==> config.mk <==
export PLATFORM = sky130hd
export DESIGN_NAME = frame_capture_ctrl
export DESIGN_NICKNAME = d
export VERILOG_FILES = /design/src/rtl/frame_capture_ctrl.sv
export SDC_FILE = /design/constraint.sdc
export NUM_CORES = 1
export LEC_CHECK = 0
export CAP_MARGIN = 20
export CORE_ASPECT_RATIO = 1.4
export CORE_MARGIN = 8
export CORE_UTILIZATION = 55
export CTS_CLUSTER_DIAMETER = 80
export DETAILED_ROUTE_END_ITERATION = 8
export GPL_ROUTABILITY_DRIVEN = 1
export GPL_TIMING_DRIVEN = 0
export HOLD_SLACK_MARGIN = 0.05
export PLACE_DENSITY = 0.95
export SKIP_CTS_REPAIR_TIMING = 1
export SYNTH_ARGS = -nofsm -noshare
export SYNTH_HDL_FRONTEND = slang
export SYNTH_SLANG_ARGS = --single-unit
==> constraint.sdc <==
create_clock -name clk -period 5.83 [get_ports clk]
set_input_delay 1.166 -clock clk [delete_from_list [all_inputs] [get_ports clk]]
set_output_delay 1.166 -clock clk [all_outputs]
set_load 0.1 [all_outputs]
==> src/rtl/frame_capture_ctrl.sv <==
// Frame capture controller: arms on a command, waits for the camera
// start-of-frame, then streams a header word plus one frame of pixels
// into the image FIFO. Never stalls the camera. Pixels that arrive while
// the FIFO is full are dropped and counted.
module frame_capture_ctrl #(
    parameter int unsigned PIX_PER_FRAME = 76800,
    parameter logic [7:0]  HDR_TAG       = 8'hA5
) (
    input  logic        clk,
    input  logic        reset,
    input  logic        cmd_start,
    input  logic [7:0]  cmd_frames,
    input  logic        cmd_abort,
    input  logic        img_sync,
    input  logic        img_valid,
    input  logic [31:0] img_data,
    output logic        img_ready,
    output logic        fifo_wr_en,
    output logic [31:0] fifo_din,
    input  logic        fifo_full,
    output logic        busy,
    output logic        done,
    output logic [7:0]  frames_done,
    output logic [7:0]  drop_count,
    output logic [7:0]  short_count
);

    localparam int unsigned PIX_W = $clog2(PIX_PER_FRAME + 1);
    localparam logic [PIX_W-1:0] PIX_LAST = PIX_W'(PIX_PER_FRAME);

    typedef enum logic [1:0] {StIdle, StArm, StStream} state_t;

    state_t           state;
    logic [7:0]       frames_left;   // 0 means continuous capture
    logic [PIX_W-1:0] pix_cnt;
    logic [PIX_W-1:0] pix_next;

    function automatic logic [7:0] sat_inc(input logic [7:0] v);
        return (v == 8'hFF) ? v : v + 8'd1;
    endfunction

    // The camera is never back-pressured.
    assign img_ready = 1'b1;
    assign busy      = (state != StIdle);
    assign pix_next  = pix_cnt + PIX_W'(1);

    // Capture FSM with registered FIFO write port and status counters.
    always_ff @(posedge clk or posedge reset) begin
        if (reset) begin
            state       <= StIdle;
            frames_left <= 8'd0;
            pix_cnt     <= '0;
            fifo_wr_en  <= 1'b0;
            fifo_din    <= 32'd0;
            done        <= 1'b0;
            frames_done <= 8'd0;
            drop_count  <= 8'd0;
            short_count <= 8'd0;
        end else begin
            fifo_wr_en <= 1'b0;
            done       <= 1'b0;
            unique case (state)
                StIdle: begin
                    if (cmd_start && !cmd_abort) begin
                        frames_left <= cmd_frames;
                        frames_done <= 8'd0;
                        drop_count  <= 8'd0;
                        short_count <= 8'd0;
                        state       <= StArm;
                    end
                end
                StArm: begin
                    if (cmd_abort) begin
                        state <= StIdle;
                    end else if (img_sync) begin
                        if (!fifo_full) begin
                            fifo_wr_en <= 1'b1;
                            fifo_din   <= {HDR_TAG, frames_done, 16'h0000};
                            pix_cnt    <= '0;
                            state      <= StStream;
                        end else begin
                            drop_count <= sat_inc(drop_count);
                        end
                    end
                end
                StStream: begin
                    if (cmd_abort) begin
                        state <= StIdle;
                    end else if (img_sync) begin
                        // Early sync: abandon the short frame and restart on this one.
                        short_count <= sat_inc(short_count);
                        if (!fifo_full) begin
                            fifo_wr_en <= 1'b1;
                            fifo_din   <= {HDR_TAG, frames_done, 16'h0000};
                            pix_cnt    <= '0;
                        end else begin
                            drop_count <= sat_inc(drop_count);
                            state      <= StArm;
                        end
                    end else if (img_valid) begin
                        if (!fifo_full) begin
                            fifo_wr_en <= 1'b1;
                            fifo_din   <= img_data;
                        end else begin
                            drop_count <= sat_inc(drop_count);
                        end
                        if (pix_next == PIX_LAST) begin
                            frames_done <= frames_done + 8'd1;
                            pix_cnt     <= '0;
                            if (frames_left == 8'd1) begin
                                done  <= 1'b1;
                                state <= StIdle;
                            end else begin
                                if (frames_left != 8'd0) begin
                                    frames_left <= frames_left - 8'd1;
                                end
                                state <= StArm;
                            end
                        end else begin
                            pix_cnt <= pix_next;
                        end
                    end
                end
                default: state <= StIdle;
            endcase
        end
    end

endmodule

==> results.md, run 1 <==
- Status: complete, no violations
- Synth Flop Type: dfrtp_1
- Yosys warns: 0
- Initial antenna violation count: 0
- FILL cells: 513
- CTS tree: yes
- Syn-to-layout area delta: 31.8%
- Worst Hold Slack: 0.505 ns
- Gp weighted congestion: 0.905
- Total routed wirelength: 15.1 mm
- Met1 WL: 5.45 mm
- Top cell type's share of synthesized area: 44.8%
- Vias after detailed routing: 4767
- Synth area leaders: dfrtp_1 45%, a22o_1 4.4%, o21ai_0 3.6%
- CTS sink cnt: 85
- Number of port buffers: 104
- Reg2reg end: frames_left[2]
- FMAX: 0.277 GHz
- Worst r2r src: pix_cnt[0]
- Min Tclk post-route: 3.61 ns
- Hold path cells: 1
- Total negative slack: 0 ns
- Post-synth EDFFs: 0
- R2R depth: 9
- Hold Path End: fifo_din[30]
- Bufs on Longest Clock Path: 2
- CORE AREA: 0.00851 mm^2
- Worst R2R Setup Slack: 2.54 ns
- Maxcap violations: 0
- First-pass GRT wire length: 23.9 mm
- H-Tree Level Count: 3
- Clk Latency, worst-skew pair: 0.35 ns
- Final Cell Area: 0.00625 mm^2
- CTS Buf Count: 9
- Syn Inst Count: 493
- Final hold violation count: 0
- CP Max Fanout: 4
- Layout cells sized above 1: 7.14%
- Syn nets: 551
- Routed wl met3: 1.53 mm
- Drt pass-1 iters: 7
- Final Power: 2.62 mW
- WL/cell: 21.0 um
- Die X: 94.5 um
- Fin crit share: 62.0%
- Worst hold start: fifo_din[30]
- Clk slew on worst S/H paths: 0.06 ns
- CP startpoint kind: register
- Pin count of the biggest net entering global routing: 49
- Die area: 0.0119 mm^2
- Worst path arrival time: 2.45 ns
- Io pins: 107
- Setup Crit Path Kind: reg -> out
- Seq/Total Area, Yosys: 44.8%
- Die Y: 126 um
- Worst Skew: 0.00671 ns
- Post-route ant nets: 0
- Vias in the first global route: 4719
- Avg Vias per Cell: 6.61
- Min-Delay Path Class: reg -> reg
- # nets final: 669
- Post-synth ARST share: 100%
- VDD IR max: 0.323 mV
- Top sig layer: met4
- Final setup fails: 0
- Post-synth cell types: 69
- Synthesized flop and latch total: 85
- Mapped cell area: 0.00474 mm^2
- Worst Setup End Kind: output pin
- PwrDens: 419 mW/mm^2
- Post-DP HPWL: 10.4 mm
- Rel. slew slack: 31.7%
- DRC Markers: 0
- Number of cell rows: 40
- Post-Syn Area per Cell: 9.62 um^2
- Placed Instance Area: 0.00595 mm^2
- Leading area contributor after synthesis: dfrtp_1
- Initial DRC Count: 437
- N_diodes: 0
- Final Max Tran Viols: 0
- Slew @ Worst Pin: 1.02 ns
- Grt ovf: 0
- RSZ-0062 raised after global routing: false
- P_leak: 2.62 nW
- CP Data Required Time: 4.66 ns
- CTS Root Cell: clkbuf_16
- Starting density of the core: 55.7%
- GRT Util Overall: 25.0%
- WL met2: 7.66 mm
[routing by layer]
| layer | vias to the layer above | global-route usage (%) |
|---|---|---|
| li1 | 2078 | - |
| met1 | 2291 | 28.1 |
| met2 | 351 | 42.6 |
| met3 | 47 | 5.83 |
| met4 | 0 | 12.5 |
| met5 | - | 0 |
[cell usage after synthesis, types with 2 or more instances]
library cell / n
nor4b_1: 2
a21oi_1: 27
or3_1: 7
and3_1: 6
nor3_1: 7
a22oi_1: 2
xor2_1: 9
nand3_1: 26
buf_4: 4
nor2_1: 33
nand2_1: 39
ha_1: 11
and2_1: 4
and4_1: 2
o31ai_1: 4
a22o_1: 24
xnor2_1: 9
o21ai_0: 34
nand4_1: 9
a21o_1: 2
a31oi_1: 10
o22ai_1: 5
nor4_1: 6
inv_1: 22
a311oi_1: 2
o211ai_1: 2
mux2i_1: 12
dfrtp_1: 85
or4_1: 3
o22a_1: 4
nor2b_1: 4
nand2b_1: 9
o41ai_1: 6
a2111o_1: 2
clkbuf_1: 16
buf_2: 6
nor3_2: 2
o311a_1: 3
nand4_4: 2
o311ai_0: 2
[how the worst max path moves through the flow]
stage,from,end,slack (ns),cells past startpoint
2_1_floorplan,reset,done,2.47,1
3_3_place_gp,reset,short_count[5],1.22,2
5_1_grt,state[0],busy,2.15,4
4_1_cts,img_sync,drop_count[7],1.90,7
6_report,state[0],busy,2.22,4
3_5_place_dp,img_sync,drop_count[7],1.71,7
[cell families after synthesis]
kind of cell | Yosys count | synth area share (%)
multiplexers | 13 | 2.77
AO/OA/AOI/OAI | 144 | 21.5
adder cells (fa/ha/maj) | 11 | 2.90
other | 1 | 0.0791
AND/OR/NAND/NOR | 171 | 20.0
buffers and inverters | 50 | 4.59
flip-flops | 85 | 44.8
XOR/XNOR | 18 | 3.32
[sequential cells by signal, indices dropped and copies added, names as in the netlist]
signal       cells
short_count      8
state            2
fifo_wr_en       1
fifo_din        32
drop_count       8
pix_cnt         17
done             1
frames_left      8
frames_done      8
[placed cells by master (no fill, tap or decap), types with 5 or more instances in the layout]
| master | n |
|---|---|
| nand4_1 | 9 |
| xnor2_1 | 9 |
| and3_1 | 6 |
| nand2_1 | 39 |
| a31oi_1 | 10 |
| o21ai_0 | 34 |
| nand2b_1 | 9 |
| clkbuf_16 | 9 |
| clkdlybuf4s50_1 | 104 |
| xor2_1 | 9 |
| ha_1 | 11 |
| nor2_1 | 33 |
| mux2i_1 | 12 |
| buf_2 | 6 |
| o22ai_1 | 5 |
| a21oi_1 | 27 |
| clkbuf_1 | 18 |
| a22o_1 | 24 |
| nand3_1 | 26 |
| nor3_1 | 7 |
| nor4_1 | 6 |
| inv_1 | 21 |
| dfrtp_1 | 85 |
| o41ai_1 | 6 |
| or3_1 | 7 |
[area by class of cell]
type                    instances  area, um^2  area share, %
plain buffers                  28         135           2.16
clock buffers                  11         233           3.72
clock inverters                 5        61.3          0.981
inverters                      22        85.1           1.36
multi-input cells             358        2400           38.4
flip-flops and latches         85        2130           34.0
well taps                     105         131           2.10
repair buffers                107        1080           17.3
[worst max-delay path, stage by stage, from the launching register on]
cell and delay, ns:
dfrtp_1 0.40, inv_1 0.11, ha_1 0.26, inv_1 0.14, clkdlybuf4s50_1 1.19
[metrics by stage]
step                      utilization [%]  setup slack (ns)  cells
after floorplan                         -              2.47    493
after global placement               69.5              1.22    702
after detailed placement             69.9              1.71    703
after CTS                            73.3              1.90    719
after global routing                 73.5              2.15    721
final                                73.5              2.22    721
[power breakdown]
group	leakage (nW)	switching, mW	internal (mW)
Clock	0.144	0.243	0.334
Sequential	1.14	0.112	0.705
Combinational	1.34	0.903	0.324
Note: power is estimated with default switching activity, not from simulation.
==> run 2: changes to the inputs <==
--- a/config.mk
+++ b/config.mk
@@ -8,13 +8,13 @@
 export CAP_MARGIN = 20
 export CORE_ASPECT_RATIO = 1.4
 export CORE_MARGIN = 8
-export CORE_UTILIZATION = 55
+export CORE_UTILIZATION = 51
 export CTS_CLUSTER_DIAMETER = 80
 export DETAILED_ROUTE_END_ITERATION = 8
 export GPL_ROUTABILITY_DRIVEN = 1
 export GPL_TIMING_DRIVEN = 0
 export HOLD_SLACK_MARGIN = 0.05
-export PLACE_DENSITY = 0.95
+export PLACE_DENSITY = 0.92
 export SKIP_CTS_REPAIR_TIMING = 1
 export SYNTH_ARGS = -nofsm -noshare
 export SYNTH_HDL_FRONTEND = slang
==> constraint.sdc (replaced) <==
create_clock -name clk -period 3.7 [get_ports clk]
set_input_delay 0.74 -clock clk [delete_from_list [all_inputs] [get_ports clk]]
set_output_delay 0.74 -clock clk [all_outputs]
set_load 0.1 [all_outputs]
==> run 2 against run 1 <==
Clock-buffer cell count decreased by 2. Utilization shrank 4.4 points. Worst hold slack worse by 0.0095 ns. Critical endpoint is now drop_count[7]. Setup slack got worse by 1.7 ns.
==> results.md, run 2 (synthesis gave the netlist of run 1 again) <==
- Die Y: 130 um
- Number of cell rows: 41
- Leading cell type in the layout, fill and taps excluded: clkdlybuf4s50_1
- FMAX: 0.311 GHz
- Final Power: 4.04 mW
- Number of port buffers: 104
- Grt ovf: 0
- Top reg by flops: fifo_din
- Total negative slack: 0 ns
- Initial DRC Count: 323
- Drt pass-1 iters: 5
- Vias after detailed routing: 4504
- Final setup fails: 0
- CP Max Fanout: 6
- Worst setup path endpoint: drop_count[7]
- PwrDens: 648 mW/mm^2
- CORE AREA: 0.00903 mm^2
- # nets final: 668
- VDD IR max: 0.685 mV
- Worst Setup End Kind: register
- Reg area: 0.00213 mm^2
- Post-route ant nets: 0
- WL/cell: 18.9 um
- Die X: 97.5 um
- Fin crit share: 87.0%
- Worst path arrival time: 3.50 ns
- Global route hottest layer: met2
- Starting density of the core: 52.5%
- Initial antenna violation count: 0
- Min-Delay Path Class: reg -> reg
- Max reg flops: 32
- CP startpoint: img_sync
- Most frequent cells in the layout: 104 x clkdlybuf4s50_1, 85 x dfrtp_1, 39 x nand2_1, 34 x o21ai_0, 33 x nor2_1
- Io pins: 107
- Layout cells sized above 1: 7.32%
- Fin util: 69.1%
- Status: complete, no violations
- Clk Latency, worst-skew pair: 0.35 ns
- DRC Markers: 0
- Met2 Use GR: 38.0%
- Non-filler cells, final: 722
- P_leak: 2.59 nW
- CTS sink cnt: 85
- Largest regs: fifo_din: 32 flops, pix_cnt: 17 flops
- Placed Instance Area: 0.00595 mm^2
- Total routed wirelength: 13.6 mm
- Worst r2r src: pix_cnt[0]
- Post-DP HPWL: 10.0 mm
- First-pass GRT wire length: 22.5 mm
- Placed insts: 705
- CTS Root Cell: clkbuf_16
- Bufs on Longest Clock Path: 2
- Worst R2R Setup Slack: 0.55 ns
- GR Layer Usage met1: 25.0%
- Maxcap violations: 0
- Setup Crit Path Kind: in -> reg
- Min Tclk post-route: 3.22 ns
- Die area: 0.0127 mm^2
- CTS tree: yes
- Rel. slew slack: 31.1%
- Final Cell Area: 0.00624 mm^2
- CP startpoint kind: primary input
- Avg Vias per Cell: 6.24
- Gp weighted congestion: 0.877
- Met3 Use GR: 5.08%
- Reg2reg end: pix_cnt[4]
- Syn-to-layout area delta: 31.5%
- R2R depth: 10
- Clk slew on worst S/H paths: 0.07 ns
- Final hold violation count: 0
- N_diodes: 0
- Worst Skew: 0.00718 ns
- Vias in the first global route: 4522
- Pin count of the biggest net entering global routing: 71
- GRT Util Overall: 21.5%
- H-Tree Level Count: 3
- RSZ-0062 raised after global routing: false
- FILL cells: 625
- CTS Buf Count: 9
- Final Max Tran Viols: 0
- Footprint of the multi-input gates: 0.00240 mm^2
- Slew @ Worst Pin: 1.02 ns
- CP Data Required Time: 3.98 ns
run 2: cell types whose count changed in the layout (fill, tap and decap cells not counted):
| cell | before | now |
|---|---|---|
| bufinv_16 | 1 | 0 |
| clkbuf_1 | 18 | 16 |
| clkbuf_2 | 2 | 1 |
| clkinv_2 | 1 | 0 |
| clkinv_4 | 3 | 0 |
| clkinvlp_4 | 0 | 4 |
| inv_6 | 0 | 2 |
| inv_8 | 0 | 1 |
run 2: cell type report:
type	instances	area share, %
sequential	85	34.1
clock buffer	9	3.61
multi-input combinational	358	38.5
timing repair buffer	106	17.2
tap	107	2.15
clock inverter	7	0.943
buffer	28	2.17
inverter	22	1.36
run 2: worst min path at each step:
stage | startpoint | endpoint | slack [ns] | cells after the start
after global placement | fifo_din[17] | fifo_din[17] | 0.46 | 2
after detailed placement | fifo_din[18] | fifo_din[18] | 0.49 | 2
after floorplan | pix_cnt[15] | pix_cnt[15] | 0.46 | 1
final | fifo_din[18] | fifo_din[18] | 0.50 | 2
after global routing | fifo_din[8] | fifo_din[8] | 0.51 | 1
after CTS | fifo_din[18] | fifo_din[18] | 0.50 | 2
run 2: layer usage:
metal	vias up	share of wire (%)
li1	2071	-
met1	2197	40
met2	209	52
met3	27	6.4
met4	0	2.0
met5	-	0
run 2: power breakdown:
group	internal (mW)	switching, mW	total, mW
Clock	0.464	0.403	0.866
Combinational	0.508	1.39	1.89
Sequential	1.11	0.171	1.28
Total	2.08	1.96	4.04
run 2: critical path: stages:
cell and delay, ns:
clkdlybuf4s50_1 0.51, nand2b_1 0.22, o21ai_0 0.21, nor4_1 0.89
o2111ai_1 0.36, or3_1 0.40, a21oi_1 0.16
run 2: through the flow:
step | setup WS [ns] | hold WS [ns]
after CTS | 0.414 | 0.503
after global routing | 0.146 | 0.514
after floorplan | 0.767 | 0.463
after global placement | -0.534 | 0.465
final | 0.480 | 0.496
after detailed placement | 0.0858 | 0.489
